**src/rtl/node_iter.sv**
```systemverilog
// Iteration node: applies the child operation COUNT times, RES = f^COUNT(IN).
// Define NODE_ITER_TIMEOUT_EN to add a per-wait-phase watchdog and the ERR port.
module node_iter #(
    parameter int W       = 16,
    parameter int CW      = 8,
    parameter int TIMEOUT = 64
) (
    input  logic          CLK,
    input  logic          RST,
    input  logic          ST,
    input  logic [W-1:0]  IN,
    input  logic [CW-1:0] COUNT,
    output logic          RD,
    output logic [W-1:0]  RES,
    output logic          C_ST,
    output logic [W-1:0]  C_IN,
    input  logic          C_RD,
    input  logic [W-1:0]  C_RES
`ifdef NODE_ITER_TIMEOUT_EN
    ,
    output logic          ERR
`endif
);

    typedef enum logic [1:0] {IDLE, REQ, WAIT, FIN} state_t;

    state_t        state, state_n;
    logic          st_prev;
    logic [W-1:0]  acc, acc_n;
    logic [CW-1:0] rem, rem_n;
    logic          rd_n, cst_n;
    logic [W-1:0]  res_n;
    logic          start;

    assign start = ST & ~st_prev;
    assign C_IN  = acc;

`ifdef NODE_ITER_TIMEOUT_EN
    localparam int CNTW = $clog2(TIMEOUT + 1);
    logic [CNTW-1:0] cnt, cnt_n;
    logic            err_n;
    logic            expired;

    // Counter value is 0 on the first cycle of a phase, so the phase lasts TIMEOUT cycles.
    assign expired = (cnt == CNTW'(TIMEOUT - 1));
`endif

    always_comb begin
        state_n = state;
        acc_n   = acc;
        rem_n   = rem;
        rd_n    = RD;
        res_n   = RES;
        cst_n   = C_ST;
`ifdef NODE_ITER_TIMEOUT_EN
        cnt_n   = cnt + 1'b1;
        err_n   = ERR;
`endif
        case (state)
            IDLE: begin
                if (start) begin
                    rd_n  = 1'b0;
                    acc_n = IN;
                    rem_n = COUNT;
`ifdef NODE_ITER_TIMEOUT_EN
                    err_n = 1'b0;
                    cnt_n = '0;
`endif
                    if (COUNT == '0) begin
                        state_n = FIN;
                    end else begin
                        cst_n   = 1'b1;
                        state_n = REQ;
                    end
                end
            end
            REQ: begin
                if (!C_RD) begin
                    cst_n   = 1'b0;
                    state_n = WAIT;
`ifdef NODE_ITER_TIMEOUT_EN
                    cnt_n   = '0;
`endif
                end
`ifdef NODE_ITER_TIMEOUT_EN
                else if (expired) begin
                    cst_n   = 1'b0;
                    err_n   = 1'b1;
                    res_n   = acc;
                    rd_n    = 1'b1;
                    state_n = IDLE;
                end
`endif
            end
            WAIT: begin
                if (C_RD) begin
                    acc_n = C_RES;
                    rem_n = rem - 1'b1;
                    if (rem == CW'(1)) begin
                        res_n   = C_RES;
                        rd_n    = 1'b1;
                        state_n = IDLE;
                    end else begin
                        cst_n   = 1'b1;
                        state_n = REQ;
`ifdef NODE_ITER_TIMEOUT_EN
                        cnt_n   = '0;
`endif
                    end
                end
`ifdef NODE_ITER_TIMEOUT_EN
                else if (expired) begin
                    cst_n   = 1'b0;
                    err_n   = 1'b1;
                    res_n   = acc;
                    rd_n    = 1'b1;
                    state_n = IDLE;
                end
`endif
            end
            FIN: begin
                res_n   = acc;
                rd_n    = 1'b1;
                state_n = IDLE;
            end
            default: state_n = IDLE;
        endcase
    end

    always_ff @(posedge CLK) begin
        if (RST) begin
            state   <= IDLE;
            st_prev <= 1'b0;
            acc     <= '0;
            rem     <= '0;
            RD      <= 1'b1;
            RES     <= '0;
            C_ST    <= 1'b0;
`ifdef NODE_ITER_TIMEOUT_EN
            cnt     <= '0;
            ERR     <= 1'b0;
`endif
        end else begin
            // Edge detector tracks ST every cycle, busy or not.
            st_prev <= ST;
            state   <= state_n;
            acc     <= acc_n;
            rem     <= rem_n;
            RD      <= rd_n;
            RES     <= res_n;
            C_ST    <= cst_n;
`ifdef NODE_ITER_TIMEOUT_EN
            cnt     <= cnt_n;
            ERR     <= err_n;
`endif
        end
    end

endmodule

```
**config.mk**
```make
export PLATFORM = sky130hd
export DESIGN_NAME = node_iter
export DESIGN_NICKNAME = d
export VERILOG_FILES = /design/src/rtl/node_iter.sv
export SDC_FILE = /design/constraint.sdc
export NUM_CORES = 1
export LEC_CHECK = 0
export ABC_CLOCK_PERIOD_IN_PS = 2830
export BUFFER_PORTS_ARGS = -buffer_cell sky130_fd_sc_hd__buf_2
export CELL_PAD_IN_SITES_DETAIL_PLACEMENT = 0
export CELL_PAD_IN_SITES_GLOBAL_PLACEMENT = 2
export CORE_MARGIN = 5
export CORE_UTILIZATION = 30
export CTS_CLUSTER_SIZE = 40
export DETAILED_ROUTE_END_ITERATION = 8
export PLACE_DENSITY = 0.92
export SETUP_SLACK_MARGIN = 0.5
export SLEW_MARGIN = 10
export SYNTH_ARGS = -nofsm -noshare
export SYNTH_HDL_FRONTEND = slang
export SYNTH_SLANG_ARGS = --single-unit
```
**constraint.sdc**
```tcl
create_clock -name CLK -period 2.83 [get_ports CLK]
set_input_delay 0.4245 -clock CLK [delete_from_list [all_inputs] [get_ports CLK]]
set_output_delay 0.4245 -clock CLK [all_outputs]
set_load 0.005 [all_outputs]
```
After elaboration in Yosys (flattened, before gate mapping):

Index checks and enable logic that the tools add are counted.

* reduce and logical (&&, ||, !) cells: 11
* add/sub/neg operators: 1
* equal/unequal tests: 10
* muxes and demuxes: 25
* bitwise logic cells: 2

Operator list (number)
* two-way mux 16 bit: 4
* one-hot mux 16 bit (2 select lines): 2
* two-way mux 8 bit: 2
* one-hot mux 8 bit (2 select lines): 1
* inequality test 2 bit (second input constant): 6
* two-way mux 1 bit: 9
* AND reduction 3 bit: 3
* == test 8 x 1 -> 1 bit (second input constant): 1
* zero test 8 bit: 1
* two-way mux 2 bit: 4
* one-hot mux 2 bit (4 select lines): 1
* subtractor 8 x 1 -> 8 bit (second input constant): 1
* one-hot mux 1 bit (3 select lines): 2
* AND reduction 6 bit: 1
* nonzero test 3 bit: 2
* == test 2 bit (second input constant): 2
* AND reduction 4 bit: 1
* nonzero test 2 bit: 2
* == test 2 x 1 -> 1 bit (second input constant): 1
* zero test 2 bit: 1
* bitwise AND 1 bit: 1
* inverter 1 bit: 1

* output and inout port bits: 34
* word-level logic and storage cells: 56
* register bits: 45
* bits of input ports: 44

Depth between registers and ports, before layout:

* depth after elaboration: 4
* depth in mapped cells: 8

Worst setup path before layout:

No wires, ideal clock.

* path type: register -> register
* from: reg rem[4]
* to: reg RES[0]
* required time: 2.711 ns
* clock period less this slack: 1.613 ns
* setup time: 0.119 ns
* arrival time: 1.494 ns
* cell stages (with the launch flop): 7
* slack: 1.217 ns
* path buffers: 2
* cell sequence: dfxtp_1 > nor3_4 > nand4b_1 > or2_1 > buf_6 > buf_6 > o221a_2

* longest elaborated chain between the ends: 3

RTL lines
* start: declaration: line 30 `logic [CW-1:0] rem, rem_n;`
* start signal: assignment: line 148 `rem <= rem_n;`
* == test 8 x 1 -> 1 bit: line 99 `if (rem == CW'(1)) begin`
* inequality test 2 bit (no source line)
* AND reduction 3 bit (no source line)
* end signal: assignment: line 150 `RES <= res_n;`
* end: declaration: line 14 `output logic [W-1:0] RES,`

Every way passes these cells.
A chain may end at the register's enable or synchronous reset.

Final worst setup path:

* from: reg state[1]
* to: reg acc[12] (netlist: C_IN[12])

* longest elaborated chain between the ends: 3
* elaborated cells between the ends (all ways): 7
* those cells by class: eq/ne: 3; mux: 1; reduce/logical: 3

RTL lines
* start: declaration: line 27 `state_t state, state_n;`
* start signal: assignment: line 146 `state <= state_n;`
* == test 2 bit or zero test 2 bit (tied branches): line 59 `case (state)`
* inequality test 2 bit (no source line) or nonzero test 2 bit (tied branches)
* AND reduction 3 bit (no source line)
* end signal: assignment: line 147 `acc <= acc_n;`
* end: declaration: line 29 `logic [W-1:0] acc, acc_n;`

Several ways; a longest one is shown, not always the timed one.

==> run_summary.xml <==
<?xml version="1.0" encoding="UTF-8"?>
<metrics>
  <group name="outcome">
    <metric name="outcome" unit="">finished clean</metric>
  </group>
  <group name="global_route">
    <metric name="grt_start_max_net_pins" unit="">46</metric>
    <metric name="groute.usage.overall" unit="%">13.4</metric>
    <metric name="grt_pass1_vias" unit="">1994</metric>
    <metric name="first_pass_grt_wire_length" unit="um">9800</metric>
    <metric name="grt-ovfl-total" unit="">0</metric>
    <metric name="grt_antenna_before_repair" unit="">0</metric>
  </group>
  <group name="die">
    <metric name="die_x" unit="um">96.5</metric>
    <metric name="die-height" unit="um">96.5</metric>
    <metric name="coreArea" unit="um2">7250</metric>
    <metric name="starting_density_of_the_core" unit="%">30.9</metric>
    <metric name="die-area" unit="um2">9310</metric>
    <metric name="pin_count" unit="">78</metric>
    <metric name="num_rows" unit="">31</metric>
  </group>
  <group name="clocking">
    <metric name="numClockSinks" unit="">45</metric>
    <metric name="max-clock-path-buffers" unit="">2</metric>
    <metric name="cts.htree.levels" unit="">2</metric>
    <metric name="post_cts_buffers" unit="">0</metric>
    <metric name="clock_tree.root_cell" unit="">sky130_fd_sc_hd__clkbuf_8</metric>
    <metric name="source_to_sink_clock_delay_at_the_later_pin_of_the_worst_skew_pair" unit="ns">0.29</metric>
    <metric name="clk_pin_slew" unit="ns">0.09</metric>
    <metric name="tritoncts" unit="">built</metric>
    <metric name="numCtsBuffers" unit="">5</metric>
    <metric name="ctsHoldBuffers" unit="">0</metric>
    <metric name="cts_repair_resized_insts" unit="">0</metric>
  </group>
  <group name="critical_path">
    <metric name="timing.setup.critical_path_class" unit="">flip-flop to flip-flop</metric>
    <metric name="worst-path-max-fanout" unit="">32</metric>
    <metric name="cp-start-kind" unit="">flip-flop</metric>
    <metric name="r2r_start" unit="">state[1]$_SDFFE_PP0P_</metric>
    <metric name="critical_path_required" unit="ns">3.03</metric>
    <metric name="timing.critical_path.to_type" unit="">flip-flop</metric>
    <metric name="cp.arrival" unit="ns">2.11</metric>
    <metric name="depth_of_the_most_critical_reg_to_reg_path" unit="">5</metric>
    <metric name="setup.worst_path.start" unit="">state[1]$_SDFFE_PP0P_</metric>
    <metric name="endpoint_of_the_lowest_slack_register_to_register_path" unit="">C_IN[12]$_SDFFE_PP0P_</metric>
    <metric name="r2r_setup_slack" unit="ns">0.91</metric>
  </group>
  <group name="cells_and_area">
    <metric name="num-nets-final" unit="">375</metric>
    <metric name="final_core_utilization" unit="%">38.4</metric>
    <metric name="layout-drive-gt1-share" unit="%">37.6</metric>
    <metric name="layout.cells.most_common" unit="">sky130_fd_sc_hd__buf_2</metric>
    <metric name="commonest_non_fill_non_tap_cells_in_the_layout" unit="">77 x sky130_fd_sc_hd__buf_2, 57 x sky130_fd_sc_hd__nor2_1, 45 x sky130_fd_sc_hd__dfxtp_1</metric>
    <metric name="area_delta_synth_final" unit="%">24.0</metric>
    <metric name="antennaDiodeCount" unit="">0</metric>
    <metric name="fillers" unit="">788</metric>
  </group>
  <group name="timing">
    <metric name="min_period_over_period" unit="%">67.7</metric>
    <metric name="final-hold-violation-count" unit="">0</metric>
    <metric name="final.min_clock_period" unit="ns">1.92</metric>
    <metric name="finalSetupTns" unit="ns">0</metric>
    <metric name="setup_viol_count_final" unit="">0</metric>
    <metric name="worstMarginPinSlew" unit="ns">0.977</metric>
    <metric name="fin_worst_skew" unit="ns">0.0105</metric>
    <metric name="slew-limit-headroom" unit="%">34.9</metric>
    <metric name="final-max-slew-violation-count" unit="">0</metric>
    <metric name="grt_setup_unrepaired" unit="">no</metric>
    <metric name="fmax" unit="MHz">522</metric>
  </group>
  <group name="min_path">
    <metric name="hold_path_class" unit="">primary input to flip-flop</metric>
    <metric name="hold_path_startpoint" unit="">ST</metric>
    <metric name="hold_depth" unit="">2</metric>
    <metric name="min_delay_worst_endpoint" unit="">st_prev$_SDFF_PP0_</metric>
  </group>
  <group name="placed_design">
    <metric name="place.gp.congestion" unit="">0.782</metric>
    <metric name="hpwl" unit="um">4540</metric>
    <metric name="numPortBuffers" unit="">77</metric>
  </group>
  <group name="route">
    <metric name="drt_iter0_drc" unit="">83</metric>
    <metric name="final_antenna_net_count" unit="">0</metric>
    <metric name="drc_errors" unit="">0</metric>
    <metric name="average_wire_per_cell_in_the_routed_design" unit="um">14.8</metric>
    <metric name="firstDrtPassIters" unit="">4</metric>
    <metric name="route.final.wire_length" unit="um">6350</metric>
    <metric name="detailroute.via_count" unit="">2146</metric>
    <metric name="detail_route.vias_per_cell" unit="">5.00</metric>
  </group>
  <group name="yosys">
    <metric name="syn_area" unit="um2">2240</metric>
    <metric name="ys_warn_count" unit="">0</metric>
    <metric name="synth_net_count" unit="">307</metric>
    <metric name="synth_seq_cells" unit="">45</metric>
    <metric name="post_synth.cell_area_avg" unit="um2">8.60</metric>
    <metric name="synthCells" unit="">261</metric>
    <metric name="yosysUniqueCellTypes" unit="">41</metric>
    <metric name="seq_area_frac_synth" unit="%">40.1</metric>
  </group>
  <group name="power">
    <metric name="power_leakage" unit="nW">1.21</metric>
    <metric name="power-per-cell-area" unit="nW/um2">555</metric>
    <metric name="peakVddDrop" unit="mV">0.208</metric>
  </group>
  <group name="run">
    <metric name="max-cap-violations" unit="">0</metric>
  </group>
</metrics>
critical path, stage by stage, from the launching register on:
cell	delay (ns)
sky130_fd_sc_hd__dfxtp_1	0.39
sky130_fd_sc_hd__or3b_4	0.44
sky130_fd_sc_hd__a21oi_4	0.24
sky130_fd_sc_hd__buf_4	0.41
sky130_fd_sc_hd__nor2_1	0.09
sky130_fd_sc_hd__a311oi_2	0.24
power by group:
| part | switching [mW] | internal, mW | leakage, nW |
|---|---|---|---|
| registers | 0.0419 | 0.682 | 0.369 |
| clock network | 0.227 | 0.287 | 0.0574 |
| logic | 0.167 | 0.138 | 0.788 |
cell families after synthesis:
group	share of synthesized area, %
mux	1.00
compound gates	27.7
simple gates	23.4
buf+inv	6.69
flops	40.1
fa+ha+maj	1.11
routing by layer:
metal  routed length (um)  up-vias  global-route usage [%]
li1                     -     1077                       -
met2                 2790       63                    21.4
met4                   38        0                    3.86
met1                 3050     1002                    18.4
met5                    0        -                       0
met3                  465        4                    2.71
flip-flops by register name (all words and copies together) (netlist names):
name,cells
state,2
C_ST,1
st_prev,1
RD,1
RES,16
C_IN,16
rem,8
cell type report:
| cell class | instances | area [um2] | area share, % |
|---|---|---|---|
| clock buffers | 6 | 82.6 | 2.97 |
| inverters | 5 | 18.8 | 0.674 |
| well taps | 99 | 124 | 4.45 |
| flip-flops and latches | 45 | 901 | 32.4 |
| clock inverters | 2 | 37.5 | 1.35 |
| multi-input cells | 190 | 1200 | 43.0 |
| repair buffers | 82 | 423 | 15.2 |
how the worst max path moves through the flow:
stage / cells after the start / endpoint / slack, ns
3_5_place_dp: 6 / C_IN[15]$_SDFFE_PP0P_ / 0.79
3_3_place_gp: 6 / C_IN[9]$_SDFFE_PP0P_ / 0.83
4_1_cts: 5 / C_IN[15]$_SDFFE_PP0P_ / 0.90
6_report: 5 / C_IN[12]$_SDFFE_PP0P_ / 0.91
5_1_grt: 5 / C_IN[2]$_SDFFE_PP0P_ / 0.70
2_1_floorplan: 6 / RES[0]$_SDFFE_PP0P_ / 1.22
Yosys cell counts:
cell,count,area share [%]
sky130_fd_sc_hd__a21o_1,5,1.7
sky130_fd_sc_hd__nand2_1,42,7.0
sky130_fd_sc_hd__a211oi_1,4,1.3
sky130_fd_sc_hd__buf_1,1,0.17
sky130_fd_sc_hd__a211o_1,1,0.39
sky130_fd_sc_hd__nor3b_1,1,0.33
sky130_fd_sc_hd__nand2b_1,1,0.28
sky130_fd_sc_hd__or2_1,1,0.28
sky130_fd_sc_hd__mux2_2,2,1.0
sky130_fd_sc_hd__or3b_4,1,0.50
sky130_fd_sc_hd__nor3_4,1,0.72
sky130_fd_sc_hd__inv_1,5,0.84
sky130_fd_sc_hd__a31oi_1,1,0.28
sky130_fd_sc_hd__buf_2,3,0.67
sky130_fd_sc_hd__o221a_2,15,7.5
sky130_fd_sc_hd__dfxtp_1,45,40
sky130_fd_sc_hd__buf_4,1,0.33
sky130_fd_sc_hd__or3b_2,1,0.39
sky130_fd_sc_hd__ha_1,2,1.1
sky130_fd_sc_hd__nor2b_1,3,0.84
sky130_fd_sc_hd__o221a_1,1,0.50
sky130_fd_sc_hd__or4b_4,1,0.61
sky130_fd_sc_hd__a2111oi_1,2,0.89
sky130_fd_sc_hd__o211ai_1,1,0.33
sky130_fd_sc_hd__buf_6,6,3.0
sky130_fd_sc_hd__o22ai_1,1,0.28
sky130_fd_sc_hd__nor3_1,2,0.45
sky130_fd_sc_hd__clkbuf_1,10,1.7
sky130_fd_sc_hd__a311oi_2,10,6.7
sky130_fd_sc_hd__a32oi_1,1,0.39
sky130_fd_sc_hd__o21ai_0,6,1.3
sky130_fd_sc_hd__nor4_1,3,0.84
sky130_fd_sc_hd__nand3_1,1,0.22
sky130_fd_sc_hd__a21oi_4,1,0.72
sky130_fd_sc_hd__nand4b_1,2,0.78
sky130_fd_sc_hd__nor2_1,57,9.5
sky130_fd_sc_hd__nand4_1,1,0.28
sky130_fd_sc_hd__o21ai_2,1,0.39
sky130_fd_sc_hd__a311oi_1,7,2.7
sky130_fd_sc_hd__a21oi_1,10,2.2
sky130_fd_sc_hd__and2_1,1,0.28
through the flow:
| step | worst slack, ns | cells | power, mW | hold slack (ns) | instance area (um2) |
|---|---|---|---|---|---|
| floorplan | 1.22 | 261 | 0.939 | 0.456 | 2240 |
| global placement | 0.829 | 421 | 1.04 | 0.443 | 2660 |
| detailed placement | 0.794 | 421 | 1.05 | 0.451 | 2660 |
| CTS | 0.899 | 429 | 1.57 | 0.370 | 2780 |
| global route | 0.700 | 429 | 1.63 | 0.397 | 2780 |
| finish | 0.914 | 429 | 1.54 | 0.373 | 2780 |
Note: power is estimated with default switching activity, not from simulation.
